--- src/rtl/seq_divider_pkg.sv ---
// Shared types and constants for the iterative restoring divider.
// Encodings are fixed; the unused code 2'd3 is treated as illegal and recovers to idle.
package seq_divider_pkg;

   localparam int STATE_W = 2;

   typedef enum logic [STATE_W-1:0] {
      ST_IDLE = 2'd0,
      ST_RUN  = 2'd1,
      ST_DONE = 2'd2
   } state_e;

   // Iteration counter must hold WIDTH-1 and never shrink to zero bits.
   function automatic int cnt_width(input int w);
      return ($clog2(w) < 1) ? 1 : $clog2(w);
   endfunction

endpackage

--- src/rtl/seq_divider_if.sv ---
// Start/busy/done handshake and operand/result bus of the sequential divider.
interface seq_divider_if #(
   parameter int WIDTH = 4
);
   logic             start;
   logic [WIDTH-1:0] dividend;
   logic [WIDTH-1:0] divisor;
   logic             busy;
   logic             done;
   logic [WIDTH-1:0] quotient;
   logic [WIDTH-1:0] remainder;
   logic             div_by_zero;

   modport master (
      output start, dividend, divisor,
      input  busy, done, quotient, remainder, div_by_zero
   );

   modport slave (
      input  start, dividend, divisor,
      output busy, done, quotient, remainder, div_by_zero
   );
endinterface

--- src/rtl/seq_divider_cla_sub.sv ---
// Carry-lookahead subtractor a - b computed as a + ~b + 1.
// no_borrow_o is the carry out: high when a >= b.
module cla_sub #(
   parameter int N = 5
) (
   input  logic [N-1:0] a_i,
   input  logic [N-1:0] b_i,
   output logic [N-1:0] diff_o,
   output logic         no_borrow_o
);
   logic [N-1:0] gen;
   logic [N-1:0] prop;
   logic [N:0]   carry;

   assign gen  = a_i & ~b_i;
   assign prop = a_i ^ ~b_i;

   // Each carry is the flattened lookahead sum over all lower bits with cin=1.
   always_comb begin : lookahead
      logic term;
      logic acc;
      carry    = '0;
      carry[0] = 1'b1;
      for (int i = 0; i < N; i++) begin
         acc  = 1'b0;
         term = 1'b1;
         for (int j = i; j >= 0; j--) begin
            acc  = acc | (gen[j] & term);
            term = term & prop[j];
         end
         carry[i+1] = acc | term;
      end
   end

   assign diff_o      = prop ^ carry[N-1:0];
   assign no_borrow_o = carry[N];

endmodule

--- src/rtl/seq_divider.sv ---
// Iterative unsigned restoring divider, one quotient bit per clock via a CLA subtractor.
//   state   | meaning
//   IDLE    | waiting for start; results held
//   RUN     | one trial subtraction per cycle, busy=1
//   DONE    | done=1 for one cycle; start accepted as in IDLE
module seq_divider
   import seq_divider_pkg::*;
#(
   parameter int WIDTH = 4
) (
   input logic          clk,
   input logic          rst_n,
   seq_divider_if.slave bus
);
   localparam int CW = cnt_width(WIDTH);

   state_e           state_q, state_d;
   logic [WIDTH-1:0] rem_q, rem_d;
   logic [WIDTH-1:0] quo_q, quo_d;
   logic [WIDTH-1:0] dvs_q, dvs_d;
   logic [CW-1:0]    cnt_q, cnt_d;
   logic [WIDTH-1:0] quotient_q, quotient_d;
   logic [WIDTH-1:0] remainder_q, remainder_d;
   logic             dbz_q, dbz_d;

   logic [WIDTH:0]   shifted;
   logic [WIDTH:0]   sub_diff;
   logic             no_borrow;
   logic [WIDTH-1:0] rem_next;
   logic [WIDTH-1:0] quo_next;
   logic             unused_msb;
   logic             accept;

   assign shifted = {rem_q, quo_q[WIDTH-1]};

   cla_sub #(
      .N (WIDTH + 1)
   ) u_sub (
      .a_i         (shifted),
      .b_i         ({1'b0, dvs_q}),
      .diff_o      (sub_diff),
      .no_borrow_o (no_borrow)
   );

   // Partial remainder stays below the divisor, so the top bit is always dropped.
   assign rem_next   = no_borrow ? sub_diff[WIDTH-1:0] : shifted[WIDTH-1:0];
   assign quo_next   = {quo_q[WIDTH-2:0], no_borrow};
   assign unused_msb = sub_diff[WIDTH] ^ shifted[WIDTH];

   assign accept = bus.start && ((state_q == ST_IDLE) || (state_q == ST_DONE));

   always_comb begin
      state_d     = state_q;
      rem_d       = rem_q;
      quo_d       = quo_q;
      dvs_d       = dvs_q;
      cnt_d       = cnt_q;
      quotient_d  = quotient_q;
      remainder_d = remainder_q;
      dbz_d       = dbz_q;
      case (state_q)
         ST_IDLE, ST_DONE: begin
            if (accept && (bus.divisor != '0)) begin
               dvs_d   = bus.divisor;
               rem_d   = '0;
               quo_d   = bus.dividend;
               cnt_d   = CW'(WIDTH - 1);
               state_d = ST_RUN;
            end else if (accept) begin
               quotient_d  = '1;
               remainder_d = bus.dividend;
               dbz_d       = 1'b1;
               state_d     = ST_DONE;
            end else begin
               state_d = ST_IDLE;
            end
         end
         ST_RUN: begin
            rem_d = rem_next;
            quo_d = quo_next;
            if (cnt_q == '0) begin
               quotient_d  = quo_next;
               remainder_d = rem_next;
               dbz_d       = 1'b0;
               state_d     = ST_DONE;
            end else begin
               cnt_d = cnt_q - CW'(1);
            end
         end
         default: state_d = ST_IDLE;
      endcase
   end

   always_ff @(posedge clk) begin
      if (!rst_n) begin
         state_q     <= ST_IDLE;
         rem_q       <= '0;
         quo_q       <= '0;
         dvs_q       <= '0;
         cnt_q       <= '0;
         quotient_q  <= '0;
         remainder_q <= '0;
         dbz_q       <= 1'b0;
      end else begin
         state_q     <= state_d;
         rem_q       <= rem_d;
         quo_q       <= quo_d;
         dvs_q       <= dvs_d;
         cnt_q       <= cnt_d;
         quotient_q  <= quotient_d;
         remainder_q <= remainder_d;
         dbz_q       <= dbz_d;
      end
   end

   assign bus.busy        = (state_q == ST_RUN);
   assign bus.done        = (state_q == ST_DONE);
   assign bus.quotient    = quotient_q;
   assign bus.remainder   = remainder_q;
   assign bus.div_by_zero = dbz_q;

endmodule

--- src/flat_wrapper.sv ---
// flat-port wrapper written by rule: the top's interface ports become plain ports
module seq_divider_flat import seq_divider_pkg::*;
#(
   parameter int WIDTH = 4
)
  (clk, rst_n, bus_start, bus_dividend, bus_divisor, bus_busy, bus_done, bus_quotient, bus_remainder, bus_div_by_zero);
  seq_divider_if #(.WIDTH(WIDTH)) bus_i ();
  input logic clk;
  input logic rst_n;
  input wire logic [$bits(bus_i.start)-1:0] bus_start;
  input wire logic [$bits(bus_i.dividend)-1:0] bus_dividend;
  input wire logic [$bits(bus_i.divisor)-1:0] bus_divisor;
  output wire logic [$bits(bus_i.busy)-1:0] bus_busy;
  output wire logic [$bits(bus_i.done)-1:0] bus_done;
  output wire logic [$bits(bus_i.quotient)-1:0] bus_quotient;
  output wire logic [$bits(bus_i.remainder)-1:0] bus_remainder;
  output wire logic [$bits(bus_i.div_by_zero)-1:0] bus_div_by_zero;
  assign bus_i.start = bus_start;
  assign bus_i.dividend = bus_dividend;
  assign bus_i.divisor = bus_divisor;
  assign bus_busy = bus_i.busy;
  assign bus_done = bus_i.done;
  assign bus_quotient = bus_i.quotient;
  assign bus_remainder = bus_i.remainder;
  assign bus_div_by_zero = bus_i.div_by_zero;
  seq_divider #(.WIDTH(WIDTH)) u_core (.clk(clk), .rst_n(rst_n), .bus(bus_i));
endmodule
--- config.mk ---
export PLATFORM = sky130hd
export DESIGN_NAME = seq_divider_flat
export DESIGN_NICKNAME = d
export VERILOG_FILES = /design/src/rtl/seq_divider_pkg.sv /design/src/rtl/seq_divider_if.sv /design/src/rtl/seq_divider_cla_sub.sv /design/src/rtl/seq_divider.sv /design/src/flat_wrapper.sv
export SDC_FILE = /design/constraint.sdc
export NUM_CORES = 1
export LEC_CHECK = 0
export CORE_AREA = 10 10 59 61
export CTS_CLUSTER_DIAMETER = 80
export CTS_CLUSTER_SIZE = 28
export DETAILED_ROUTE_END_ITERATION = 8
export DIE_AREA = 0 0 69 71
export GPL_ROUTABILITY_DRIVEN = 0
export MAX_ROUTING_LAYER = met4
export PLACE_DENSITY = 0.8
export RECOVER_POWER = 25
export SETUP_SLACK_MARGIN = 0.3
export SKIP_CTS_REPAIR_TIMING = 1
export SLEW_MARGIN = 20
export SYNTH_ARGS = -nofsm -noshare
export SYNTH_HDL_FRONTEND = slang
export SYNTH_SLANG_ARGS = --single-unit
--- constraint.sdc ---
create_clock -name clk -period 4.9 [get_ports clk]
set_input_delay 1.225 -clock clk [delete_from_list [all_inputs] [get_ports clk]]
set_output_delay 1.225 -clock clk [all_outputs]
set_load 0.03 [all_outputs]
==> flow_summary.toml, run 1 <==
[yosys]
netlist_area_um2 = 1230
yosysSeqAreaShare_pct = 40.6
yosysWarnings = 0
ys_seq_elements = 25
synth.net_count = 160
synth.avg_cell_area_um2 = 8.63
synth_cells = 143
synthDistinctLibCells = 32

[critical_path]
criticalPathCategory = "reg -> out"
critPathArrivalTime_ns = 1.87
cp_max_fo = 13
endpoint_kind = "output port"
cp-start-kind = "flip-flop"
required_ns = 3.67

[layout]
fin_cells = 192
final_net_count = 180
nFillCells = 229
diodes = 0
drive_gt1_share_pct = 9.26
syn2layout_area_growth_pct = 17.7
final_cell_mix = "dfxtp_1, nand2_1, clkdlybuf4s50_1, nor2_1, a21oi_1"
final_common_cell = "dfxtp_1"

[cts]
cts_buffer_depth = 2
cts_sinks = 25
root_buffer = "clkbuf_4"
cts_tree = "yes"
path_clk_slew_ns = 0.13
clkLatencyLatePin_ns = 0.34
cts_made_buffers = 3
cts_max_level = 1

[placed_design]
io_buffer_count = 21
dp_hpwl_mm = 2.14
placedCellCount = 188

[grt]
grt_usage_pct = 12.5
grt_max_degree = 22
antenna_found_initial = 0
grt_pass1_wl_mm = 5.10
grt_pass1_vias = 1114
grt-ovfl-total = 0

[floorplan]
core_um2 = 2390
die_area_um2 = 4900
die_h_um = 71
num_rows = 18
die_w_um = 69
initial_core_util_pct = 51.7
ioPinCount = 22

[detailed_routing]
drtIter0Drc = 71
ant_nets = 0
vias = 1079
drc = 0
viasPerCell = 5.62
first_pass_iters = 4
post_drt_wl_per_cell_um = 14.5
wl_mm = 2.78

[sta]
worstMarginPinSlew_ns = 0.696
fin_crit_sh_pct = 63.1
final.setup.tns_ns = 0
fmax_mhz = 324
rsz0062_at_grt = "false"
max_slew_margin_pct = 53.6
clock_skew_ns = 0.0143
finalMaxSlewViolations = 0
fin_crit_ns = 3.09
finalSetupViolations = 0
hold_violations = 0

[hold_path]
hold_path.class = "reg -> reg"

[job]
max_cap_violations = 0

[power_and_ir_drop]
power_density_nw_per_um2 = 314
vdd.ir_drop.worst_mv = 0.194
power_leakage_nw = 0.545

[status]
status = "finished, final reports clean"
power breakdown:
part	internal [mW]	switching (mW)
Combinational	0.0528	0.0755
Sequential	0.220	0.0105
Clock	0.0313	0.0654
Total	0.304	0.151
layer usage:
| metal | routed length, um | global-route usage, % | vias up |
|---|---|---|---|
| li1 | - | - | 542 |
| met2 | 1360 | 21.1 | 19 |
| met1 | 1230 | 13.3 | 511 |
| met4 | 68 | 6.26 | 0 |
| met5 | 0 | - | - |
| met3 | 120 | 2.93 | 7 |
critical path, stage by stage (launching register included):
cell	delay [ns]
dfxtp_1	0.44
nand2b_2	0.25
inv_6	0.17
clkdlybuf4s50_1	0.68
path summary, 6_finish.rpt:
| check | from | to | slack (ns) | cells past startpoint |
|---|---|---|---|---|
| max | u_core.state_q[0]$_SDFFE_PN0P_ | bus_busy | 1.81 | 3 |
| min | u_core.bus.div_by_zero$_SDFFE_PN0P_ | u_core.bus.div_by_zero$_SDFFE_PN0P_ | 0.47 | 2 |
| max reg2reg | u_core.dvs_q[0]$_SDFFE_PN0P_ | u_core.rem_q[2]$_SDFFE_PN0P_ | 3.05 | 7 |
| min reg2reg | u_core.bus.div_by_zero$_SDFFE_PN0P_ | u_core.bus.div_by_zero$_SDFFE_PN0P_ | 0.47 | 2 |
area by class of cell:
class                      instances  area, um^2  area share [%]
clock buffer                       3        22.5            1.55
clock inverter                     1        7.51           0.517
sequential                        25         500            34.5
inverter                           9        38.8            2.67
multi-input combinational        103         636            43.8
tap                               30        37.5            2.58
timing repair buffer              21         210            14.5
synthesized netlist by cell type (all sizes together):
master	instances	area, um^2
nor4	2	27.5
a311oi	4	60.1
nor2	18	75.1
a21oi	9	45.0
buf	4	28.8
clkbuf	2	7.51
mux2i	1	10.0
inv	9	38.8
ha	6	75.1
nor3	2	10.0
nand2b	3	21.3
a22oi	4	30.0
o2111ai	1	8.76
a211oi	6	45.0
or2	1	6.26
dfxtp	25	500
o21ai	7	35.0
a31oi	4	25.0
o211ai	4	30.0
or3b	1	8.76
xnor2	1	8.76
nand2	26	110
nor2b	3	26.3
flip-flops by register name (all words and copies together) (netlist names):
name,count
u_core.bus.div_by_zero,1
u_core.bus.quotient,4
u_core.bus.remainder,4
u_core.cnt_q,2
u_core.dvs_q,4
u_core.quo_q,4
u_core.rem_q,4
u_core.state_q,2
logic make-up after synthesis:
kind of cell | Yosys count | synth area share, %
simple gates | 56 | 23.1
flops | 25 | 40.6
fa+ha+maj | 6 | 6.09
compound gates | 39 | 22.6
xor+xnor | 1 | 0.710
buf+inv | 15 | 6.09
mux | 1 | 0.811
stage by stage:
step | total power [mW] | setup slack [ns] | area (um^2) | utilization (%) | hold slack [ns]
5_1_grt | 0.482 | 1.71 | 1450 | 60.8 | 0.502
6_report | 0.456 | 1.81 | 1450 | 60.8 | 0.470
3_5_place_dp | 0.366 | 1.88 | 1450 | 60.5 | 0.456
2_1_floorplan | 0.326 | 2.76 | 1230 | - | 0.436
4_1_cts | 0.459 | 1.79 | 1480 | 61.8 | 0.477
3_3_place_gp | 0.361 | 1.98 | 1450 | 60.5 | 0.447
Note: power is estimated with default switching activity, not from simulation.
==> run 2, diff against run 1 <==
- CORE_AREA: 10 10 59 61 -> 10 10 61 63
- DIE_AREA: 0 0 69 71 -> 0 0 71 73
- PLACE_DENSITY: 0.8 -> 0.74
- clock period: 4.9 -> 3 ns (I/O delays scaled with it)
==> run 2 against run 1 <==
Compared with the run above: critical path type unchanged; register-to-register slack worse by 1.9 ns; combinational power up 64%; critical path depth unchanged; global-route usage down 1.5 points; final cell count up 0.52%; non-clock buffer count unchanged; flip-flop and latch count unchanged; clock-buffer cell count unchanged; worst setup slack worse by 1.4 ns; clock power up 57%; sequential share of layout area about the same.
==> flow_summary.toml, run 2 (synthesized netlist as in run 1, its figures left out) <==
[critical_path]
endpoint_kind = "output port"
rrSetupSlack_ns = 1.13
cp_cell_sequence = "nand2b_2 > inv_6 > clkdlybuf4s50_1"
cp_max_fo = 13
required_ns = 2.25
criticalPathCategory = "reg -> out"
regToRegStartpoint = "u_core.dvs_q[0]$_SDFFE_PN0P_"
crit_slowest_cell = "clkdlybuf4s50_1"
critPathArrivalTime_ns = 1.85
critPathMaxStageDelay_ns = 0.68
r2r_cells = 7
r2r-end = "u_core.bus.remainder[2]$_SDFFE_PN0P_"
cp-start-kind = "flip-flop"

[hold_path]
hold_path.class = "reg -> reg"
hold_path_end = "u_core.bus.div_by_zero$_SDFFE_PN0P_"
min_from = "u_core.bus.div_by_zero$_SDFFE_PN0P_"
hold_depth = 2

[grt]
grt_pass1_wl_mm = 4.65
grt_max_degree = 22
grt_pass1_vias = 1051
grtUsageMet1_pct = 12.0
grt-ovfl-total = 0
antenna_found_initial = 0
top_usage_layer = "met2"
use_met2_pct = 18.8
grt_use_met3_pct = 3.40
grt_usage_pct = 11.0

[detailed_routing]
viasPerCell = 5.45
first_pass_iters = 4
post_drt_wl_per_cell_um = 14.2
vias = 1052
ant_nets = 0
drtIter0Drc = 67
wl_mm = 2.74
drc = 0

[sta]
clock_skew_ns = 0.00917
fin_crit_sh_pct = 86.6
fmax_mhz = 385
fin_crit_ns = 2.60
finalMaxSlewViolations = 0
whs_ns = 0.473
finalSetupViolations = 0
final.setup.tns_ns = 0
worstMarginPinSlew_ns = 0.720
rsz0062_at_grt = "false"
max_slew_margin_pct = 52.0
hold_violations = 0

[status]
status = "finished, final reports clean"

[floorplan]
die_h_um = 73
core_um2 = 2620
die_area_um2 = 5180
initial_core_util_pct = 47.2
ioPinCount = 22
die_w_um = 71
num_rows = 19

[cts]
root_buffer = "clkbuf_4"
cts_made_buffers = 3
cts_buffer_depth = 2
cts_sinks = 25
cts_tree = "yes"
clkLatencyLatePin_ns = 0.32
cts_max_level = 1
path_clk_slew_ns = 0.13

[layout]
final_net_count = 180
diodes = 0
final_common_cell = "dfxtp_1"
final_cell_mix = "dfxtp_1, nand2_1, clkdlybuf4s50_1, nor2_1, a21oi_1"
syn2layout_area_growth_pct = 17.8
drive_gt1_share_pct = 9.26

[placed_design]
dp_hpwl_mm = 2.14
io_buffer_count = 21

[job]
max_cap_violations = 0

[power_and_ir_drop]
vdd.ir_drop.worst_mv = 0.466
power_leakage_nw = 0.545
power_density_nw_per_um2 = 508
run 2: cell counts in the layout (fill, tap and decap cells not counted):
No cell type changed its count.
run 2: stage by stage:
step	cells	utilization (%)	cell area [um^2]	power, mW	worst slack, ns
floorplan	143	-	1230	0.533	1.34
global placement	189	55.3	1450	0.590	0.571
detailed placement	189	55.3	1450	0.598	0.473
CTS	193	56.5	1480	0.752	0.371
global route	193	55.6	1450	0.786	0.303
finish	193	55.6	1450	0.739	0.402
run 2: final cells by class:
cell class	count	area, um^2
clock buffer	3	22.5
clock inverter	1	7.51
fill	252	1160
inverter	9	38.8
multi-input combinational	103	636
sequential	25	500
tap	31	38.8
timing repair buffer	21	210
run 2: routing by layer:
metal	vias up	wire [um]
li1	539	-
met1	486	1260
met2	22	1320
met3	5	127
met4	0	28
met5	-	0
run 2: power by group:
part	switching, mW	internal [mW]
Clock	0.101	0.0510
Combinational	0.123	0.0864
Sequential	0.0169	0.360
run 2: worst max-delay path by stage:
stage                                    to                           start
6_report                           bus_busy  u_core.state_q[0]$_SDFFE_PN0P_
4_1_cts                            bus_busy  u_core.state_q[0]$_SDFFE_PN0P_
3_5_place_dp   u_core.quo_q[0]$_SDFFE_PN0P_                       bus_start
2_1_floorplan  u_core.quo_q[3]$_SDFFE_PN0P_                  bus_divisor[0]
3_3_place_gp   u_core.quo_q[1]$_SDFFE_PN0P_                       bus_start
5_1_grt                            bus_busy  u_core.state_q[0]$_SDFFE_PN0P_
run 2: worst max-delay path, delay by kind of cell (launching register included):
family | cells | cell delay (ns)
buf+inv | 2 | 0.85
simple gates | 1 | 0.25
flops | 1 | 0.43
